[src/rtl/scr_stack_ctrl_if.sv]
// Stack controller bus: control-unit request/response and scratch RAM port.
// Latency: none (bundle of wires only).
// Backpressure: op_valid/op_ready handshake; the controller drops op_ready while busy or during sp_ld.
//
// Request side:  op_valid, op, op_ready, sp_ld, dx_out, pc_count, err_clr
// Response side: done, pop_data, ret_addr, sp, full, empty, err
// RAM side:      scr_addr, scr_din, scr_we, scr_data_out (asynchronous read data)
interface scr_stack_ctrl_if;
  logic       op_valid;
  logic [1:0] op;
  logic       op_ready;
  logic       sp_ld;
  logic [7:0] dx_out;
  logic [9:0] pc_count;
  logic       err_clr;

  logic       done;
  logic [7:0] pop_data;
  logic [9:0] ret_addr;
  logic [7:0] sp;
  logic       full;
  logic       empty;
  logic       err;

  logic [7:0] scr_addr;
  logic [9:0] scr_din;
  logic       scr_we;
  logic [9:0] scr_data_out;

  // Environment side: control unit, register file, PC and scratch RAM.
  modport master (
    output op_valid, op, sp_ld, dx_out, pc_count, err_clr, scr_data_out,
    input  op_ready, done, pop_data, ret_addr, sp, full, empty, err,
           scr_addr, scr_din, scr_we
  );

  // Stack controller side.
  modport slave (
    input  op_valid, op, sp_ld, dx_out, pc_count, err_clr, scr_data_out,
    output op_ready, done, pop_data, ret_addr, sp, full, empty, err,
           scr_addr, scr_din, scr_we
  );
endinterface

[src/rtl/scr_stack_ctrl.sv]
// Stack sequencer owning the scratch RAM stack region and stack pointer (PUSH/POP/CALL/RET).
// Latency: accept -> WR/RD -> RESP (done pulse); 3 cycles per op, 2 cycles for a guarded error op.
// Backpressure: op_ready only in IDLE and only when sp_ld is low; requests are held off otherwise.
//
// Ports: clk, rst_n (async, active low), bus (scr_stack_ctrl_if.slave).
// Build option: define SCR_STACK_GUARD_EN to enable overflow/underflow detection
// (full/err live, STACK_DEPTH honoured). Without it the stack wraps freely mod 256.
module scr_stack_ctrl #(
  parameter int STACK_DEPTH = 64  // words, 1..255; stack occupies the top STACK_DEPTH addresses
) (
  input  logic            clk,
  input  logic            rst_n,
  scr_stack_ctrl_if.slave bus
);

  localparam logic [1:0] S_IDLE = 2'd0;
  localparam logic [1:0] S_WR   = 2'd1;
  localparam logic [1:0] S_RD   = 2'd2;
  localparam logic [1:0] S_RESP = 2'd3;

  // Opcodes; PUSH is 2'b00 (the only remaining write op besides CALL).
  localparam logic [1:0] OP_POP  = 2'b01;
  localparam logic [1:0] OP_CALL = 2'b10;
  localparam logic [1:0] OP_RET  = 2'b11;

  localparam logic [7:0] DEPTH = 8'(STACK_DEPTH);

  logic [1:0] state;
  logic [1:0] state_nxt;
  logic [7:0] sp;
  logic [1:0] op_q;
  logic [9:0] wdata;
  logic [7:0] pop_data;
  logic [9:0] ret_addr;
  logic       done;
  logic       full;
  logic       empty;
  logic       err;
  logic       accept;
  logic       is_read;
  logic       guard_trip;

  assign bus.op_ready = (state == S_IDLE) && !bus.sp_ld;
  assign accept       = bus.op_valid && bus.op_ready;
  assign is_read      = (bus.op == OP_POP) || (bus.op == OP_RET);

`ifdef SCR_STACK_GUARD_EN
  // Occupancy is derived from SP: empty stack has SP = 0, first push lands at 0xFF.
  logic [7:0] occ;
  assign occ        = 8'd0 - sp;
  assign full       = (occ == DEPTH);
  assign empty      = (sp == 8'd0);
  assign guard_trip = accept && (is_read ? empty : full);

  // Sticky error; a new error in the same cycle as err_clr wins.
  always_ff @(posedge clk or negedge rst_n) begin
    if (!rst_n) begin
      err <= 1'b0;
    end else if (guard_trip) begin
      err <= 1'b1;
    end else if (bus.err_clr) begin
      err <= 1'b0;
    end
  end
`else
  assign full       = 1'b0;
  assign empty      = (sp == 8'd0);
  assign guard_trip = 1'b0;
  assign err        = 1'b0;

  // Depth and err_clr have no function when the guard is compiled out.
  logic unused_cfg;
  assign unused_cfg = &{1'b0, DEPTH, bus.err_clr, 1'b0};
`endif

  always_comb begin
    state_nxt = state;
    case (state)
      S_IDLE: begin
        if (accept) begin
          if (guard_trip)   state_nxt = S_RESP;  // error: skip the RAM access entirely
          else if (is_read) state_nxt = S_RD;
          else              state_nxt = S_WR;
        end
      end
      S_WR, S_RD: state_nxt = S_RESP;
      default:    state_nxt = S_IDLE;
    endcase
  end

  always_ff @(posedge clk or negedge rst_n) begin
    if (!rst_n) begin
      state    <= S_IDLE;
      sp       <= 8'h00;
      op_q     <= 2'b00;
      wdata    <= 10'h000;
      pop_data <= 8'h00;
      ret_addr <= 10'h000;
      done     <= 1'b0;
    end else begin
      state <= state_nxt;
      // Registered so the pulse lines up with the RESP cycle.
      done  <= (state_nxt == S_RESP);

      if ((state == S_IDLE) && bus.sp_ld) begin
        sp <= bus.dx_out;
      end else if (state == S_WR) begin
        sp <= sp - 8'd1;
      end else if (state == S_RD) begin
        sp <= sp + 8'd1;
      end

      // Request fields are sampled only here; later input changes are ignored.
      if (accept) begin
        op_q <= bus.op;
        if (!is_read) begin
          wdata <= (bus.op == OP_CALL) ? bus.pc_count : {2'b00, bus.dx_out};
        end
      end

      if (state == S_RD) begin
        if (op_q == OP_RET) begin
          ret_addr <= bus.scr_data_out;
        end else begin
          pop_data <= bus.scr_data_out[7:0];
        end
      end
    end
  end

  // Predecrement on write: the slot below SP is addressed during WR.
  assign bus.scr_we   = (state == S_WR);
  assign bus.scr_addr = (state == S_WR) ? (sp - 8'd1) : sp;
  assign bus.scr_din  = wdata;

  assign bus.done     = done;
  assign bus.pop_data = pop_data;
  assign bus.ret_addr = ret_addr;
  assign bus.sp       = sp;
  assign bus.full     = full;
  assign bus.empty    = empty;
  assign bus.err      = err;

endmodule

[src/flat_wrapper.sv]
// flat-port wrapper written by rule: the top's interface ports become plain ports
module scr_stack_ctrl_flat 
#(
  parameter int STACK_DEPTH = 64                                                                
)
  (clk, rst_n, bus_op_valid, bus_op, bus_sp_ld, bus_dx_out, bus_pc_count, bus_err_clr, bus_scr_data_out, bus_op_ready, bus_done, bus_pop_data, bus_ret_addr, bus_sp, bus_full, bus_empty, bus_err, bus_scr_addr, bus_scr_din, bus_scr_we);
  scr_stack_ctrl_if bus_i ();
  input  logic clk;
  input  logic rst_n;
  input wire logic [$bits(bus_i.op_valid)-1:0] bus_op_valid;
  input wire logic [$bits(bus_i.op)-1:0] bus_op;
  input wire logic [$bits(bus_i.sp_ld)-1:0] bus_sp_ld;
  input wire logic [$bits(bus_i.dx_out)-1:0] bus_dx_out;
  input wire logic [$bits(bus_i.pc_count)-1:0] bus_pc_count;
  input wire logic [$bits(bus_i.err_clr)-1:0] bus_err_clr;
  input wire logic [$bits(bus_i.scr_data_out)-1:0] bus_scr_data_out;
  output wire logic [$bits(bus_i.op_ready)-1:0] bus_op_ready;
  output wire logic [$bits(bus_i.done)-1:0] bus_done;
  output wire logic [$bits(bus_i.pop_data)-1:0] bus_pop_data;
  output wire logic [$bits(bus_i.ret_addr)-1:0] bus_ret_addr;
  output wire logic [$bits(bus_i.sp)-1:0] bus_sp;
  output wire logic [$bits(bus_i.full)-1:0] bus_full;
  output wire logic [$bits(bus_i.empty)-1:0] bus_empty;
  output wire logic [$bits(bus_i.err)-1:0] bus_err;
  output wire logic [$bits(bus_i.scr_addr)-1:0] bus_scr_addr;
  output wire logic [$bits(bus_i.scr_din)-1:0] bus_scr_din;
  output wire logic [$bits(bus_i.scr_we)-1:0] bus_scr_we;
  assign bus_i.op_valid = bus_op_valid;
  assign bus_i.op = bus_op;
  assign bus_i.sp_ld = bus_sp_ld;
  assign bus_i.dx_out = bus_dx_out;
  assign bus_i.pc_count = bus_pc_count;
  assign bus_i.err_clr = bus_err_clr;
  assign bus_i.scr_data_out = bus_scr_data_out;
  assign bus_op_ready = bus_i.op_ready;
  assign bus_done = bus_i.done;
  assign bus_pop_data = bus_i.pop_data;
  assign bus_ret_addr = bus_i.ret_addr;
  assign bus_sp = bus_i.sp;
  assign bus_full = bus_i.full;
  assign bus_empty = bus_i.empty;
  assign bus_err = bus_i.err;
  assign bus_scr_addr = bus_i.scr_addr;
  assign bus_scr_din = bus_i.scr_din;
  assign bus_scr_we = bus_i.scr_we;
  scr_stack_ctrl #(.STACK_DEPTH(STACK_DEPTH)) u_core (.clk(clk), .rst_n(rst_n), .bus(bus_i));
endmodule
[config.mk]
export PLATFORM = sky130hd
export DESIGN_NAME = scr_stack_ctrl_flat
export DESIGN_NICKNAME = d
export VERILOG_FILES = /design/src/rtl/scr_stack_ctrl_if.sv /design/src/rtl/scr_stack_ctrl.sv /design/src/flat_wrapper.sv
export SDC_FILE = /design/constraint.sdc
export NUM_CORES = 1
export LEC_CHECK = 0
export ABC_AREA = 1
export ABC_CLOCK_PERIOD_IN_PS = 1700
export CAP_MARGIN = 20
export CELL_PAD_IN_SITES_DETAIL_PLACEMENT = 1
export CELL_PAD_IN_SITES_GLOBAL_PLACEMENT = 2
export CORE_MARGIN = 1.5
export CORE_UTILIZATION = 24
export CTS_BUF_LIST = sky130_fd_sc_hd__clkbuf_4 sky130_fd_sc_hd__clkbuf_8 sky130_fd_sc_hd__clkbuf_16
export CTS_CLUSTER_SIZE = 30
export DETAILED_ROUTE_END_ITERATION = 8
export GPL_TIMING_DRIVEN = 0
export HOLD_SLACK_MARGIN = 0.1
export PLACE_DENSITY = 0.83
export SLEW_MARGIN = 20
export SYNTH_ARGS = -nofsm -noshare
export SYNTH_HDL_FRONTEND = slang
export SYNTH_SLANG_ARGS = --single-unit
[constraint.sdc]
create_clock -name clk -period 1.7 [get_ports clk]
set_input_delay 0.425 -clock clk [delete_from_list [all_inputs] [get_ports clk]]
set_output_delay 0.425 -clock clk [all_outputs]
set_load 0.005 [all_outputs]
==> summary.txt <==
Setup path
  • Top delay family on crit path: flip-flops
  • Startpoint type of the worst setup path: flop
  • Worst Reg-to-Reg Cells: 13
  • CP Class: reg -> out
  • Cells along the critical path: inv_2, ha_4, buf_4, o21ai_2, o21ai_1, buf_2
  • Endpoint class of the critical path: output pin
  • Critical R2R Launch: u_core.state[1]
  • Flop-to-flop setup slack: -0.13 ns
  • Crit-path slowest cell: dfrtp_1
  • Critical Path Fanout Max: 4
  • Slowest stage delay, CP: 0.42 ns
  • Reg2reg end: u_core.bus.sp[7]
  • Worst Path Buf+Inv: 3
  • Crit path DAT: 1.53 ns
  • Worst endpoint required time: 1.27 ns

Logic synthesis
  • Netlist cell types: 27
  • Synth Warn #: 0
  • Syn Inst Count: 290
  • Post-synthesis sequential area ratio: 0.455
  • Mean post-synth cell area: 7.77 um^2
  • Mapped Area: 2250 um^2
  • #FFs+latches synth: 41

Floorplanning
  • Boundary pin count: 85
  • Initial cell density of the core: 0.246
  • Die area: 9980 um^2
  • Die Ht: 99.9 um
  • CORE AREA: 9150 um^2
  • Rows: 35
  • Die Width: 99.9 um

Cells and area
  • Design area: 4290 um^2
  • Final net count: 485
  • Fill cells: 1080
  • Ant. Diodes: 0
  • Area Overhead vs Synth: 90.5%
  • Layout cells sized above 1: 0.394

Detailed routing
  • Initial DRC Count: 87
  • Iteration count of the initial detailed-routing pass: 4
  • WL per Instance: 16.5 um
  • DRC: 0
  • Via count: 2557
  • Post-Route WL: 9120 um
  • Remaining antenna violation count: 0
  • DR vias/cell: 4.62

Run
  • Max-cap violations: 0

Global route
  • Initial antenna violation count: 0
  • Largest net degree at the start of global routing: 23
  • First-pass GRT wire length: 13600 um
  • Tot GR Track Use: 0.174
  • GRT overflow: 0
  • Number of global-route vias before repair: 2681

Clocking
  • CTS tree: done
  • Clk sinks: 41
  • Htree depth: 2
  • Root Buffer: clkbuf_8
  • CTS Buf Count: 5
  • Clk_lat worst skew: 0.29 ns
  • Number of hold buffers added after CTS: 0
  • Clk buf depth: 2
  • Clk slew on worst S/H paths: 0.08 ns

Pwr
  • Worst-case vdd ir drop: 0.000794 V
  • Leak: 2.01 nW
  • Sw frac: 0.418
  • Reg power frac: 0.223
  • Pwr Density: 1930 nW/um^2
  • Overall power: 8.29 mW
  • Sw Pwr: 3.46 mW
  • Combinational share of power: 0.699
  • Internal Power: 4.83 mW
  • Clock power share: 0.079

Run status
  • Failing checks: negative setup slack
  • Status: finished with violations

Placed design
  • Place WS: -0.667 ns
  • Placer Congestion: 0.792
  • Dpl hpwl: 5700 um
  • Dpl cell area: 3230 um^2
  • Buffers on Ports: 81

Timing
  • Final setup violation count: 24
  • Minimum clock period: 1.95 ns
  • Max Clock Freq: 0.513 GHz
  • Worst Skew: 0.00485 ns
  • Fin. Hold Viols: 0
  • Final setup TNS: -3.27 ns
  • RSZ-0062 raised after global routing: true
  • Worst setup margin: -0.250 ns
  • Slew Limit Fails: 0
  • Actual slew at the worst max-slew pin: 0.589 ns
  • Max_slew headroom: 0.608
  • Tcrit/Tclk final: 1.15

Min path
  • Hold Path Class: in -> async
[layout make-up]
type	count	area, um^2	share of cell area
Timing Repair Buffer	143	1400	0.326
Tap cell	111	139	0.0324
Inverter	38	176	0.0411
Clock inverter	2	10.0	0.00233
Clock buffer	6	76.3	0.0178
Buffer	9	87.6	0.0204
Multi-Input combinational cell	203	1370	0.319
Sequential cell	41	1030	0.241
[routing by layer]
metal	track usage	wire [um]	up-vias
met5	0	0	-
met4	0.0401	108	0
met3	0.0223	201	10
met2	0.310	4920	47
met1	0.223	3880	1268
li1	-	-	1232
[cells in the mapped netlist]
| cell type | count | area (um^2) |
|---|---|---|
| inv_2 | 3 | 11.3 |
| xnor2_1 | 1 | 8.76 |
| nand4_1 | 3 | 18.8 |
| nor2_4 | 1 | 11.3 |
| ha_1 | 9 | 113 |
| inv_1 | 35 | 131 |
| o21a_1 | 1 | 7.51 |
| nor2_8 | 1 | 20.0 |
| nand2_1 | 87 | 327 |
| nor2_1 | 22 | 82.6 |
| o21ai_0 | 34 | 170 |
| buf_4 | 2 | 15.0 |
| dfrtp_1 | 41 | 1030 |
| a31oi_1 | 6 | 37.5 |
| a21oi_1 | 1 | 5.00 |
| o211ai_1 | 3 | 22.5 |
| nand2_4 | 1 | 11.3 |
| buf_8 | 1 | 15.0 |
| nor4_1 | 1 | 6.26 |
| xor2_1 | 1 | 8.76 |
| mux2_2 | 2 | 22.5 |
| a31oi_2 | 2 | 25.0 |
| conb_1 | 1 | 3.75 |
| nand3_1 | 24 | 120 |
| nor2_2 | 1 | 6.26 |
| clkbuf_1 | 2 | 7.51 |
| buf_2 | 4 | 20.0 |
[power by group through the flow]
| stage | logic, mW | clock network, mW | registers [mW] |
|---|---|---|---|
| after floorplan | 1.67 | 0 | 1.81 |
| after global placement | 3.45 | 0 | 1.82 |
| after detailed placement | 3.54 | 0 | 1.84 |
| after CTS | 4.85 | 0.670 | 1.81 |
| after global routing | 6.27 | 0.702 | 1.92 |
| final | 5.80 | 0.651 | 1.85 |
[sequential cells by signal, indices dropped and copies added (netlist names)]
signal	flops
u_core.bus.ret_addr	10
u_core.op_q	2
u_core.state	2
u_core.bus.pop_data	8
u_core.bus.sp	8
u_core.bus.done	1
u_core.bus.scr_din	10
[cell families (layout without fill, tap and decap cells)]
logic type / after synthesis / after routing / share of synthesized area
buffers and inverters: 47 / 198 / 0.0888
XOR/XNOR: 2 / 2 / 0.00777
adder cells (fa/ha/maj): 9 / 9 / 0.0500
AND/OR/NAND/NOR: 141 / 141 / 0.268
flip-flops: 41 / 41 / 0.455
AO/OA/AOI/OAI: 47 / 47 / 0.119
other: 1 / 2 / 0.00166
multiplexers: 2 / 2 / 0.00999
[how the worst max path moves through the flow]
stage | startpoint | end | slack (ns) | cells past startpoint
finish | u_core.state[1] | bus_scr_addr[2] | -0.25 | 6
detailed placement | u_core.bus.sp[0] | bus_scr_addr[2] | -0.67 | 7
global route | u_core.bus.sp[0] | bus_scr_addr[6] | -0.32 | 8
global placement | rst_n | u_core.bus.sp[6] | -0.99 | 1
CTS | u_core.bus.sp[0] | bus_empty | -0.27 | 6
floorplan | u_core.bus.sp[0] | bus_scr_addr[2] | 0.13 | 6
[stage by stage]
stage          utilization  cells  hold WS (ns)
3_3_place_gp         0.350    483         0.457
5_1_grt              0.469    553         0.144
2_1_floorplan            -    291         0.129
6_report             0.469    553         0.123
4_1_cts              0.425    538         0.128
3_5_place_dp         0.353    484         0.448
[cells in the final DEF (no fill, tap or decap), drive strengths merged, types with 2 or more instances in the layout]
cell type	instances
a31oi	8
buf	82
clkbuf	8
clkdlybuf4s50	63
clkinv	4
conb	2
dfrtp	41
dlymetal6s2s	3
ha	9
inv	35
mux2	2
nand2	88
nand3	24
nand4	3
nor2	25
o211ai	3
o21ai	34
[timing repair]
action,4_1_cts,5_1_grt
buffers inserted,48,20
pin swaps,21,28
setup endpoints to repair,19,51
cloned,0,1
gates resized for setup,131,80
No activity file was read; power rests on OpenSTA's default activity.
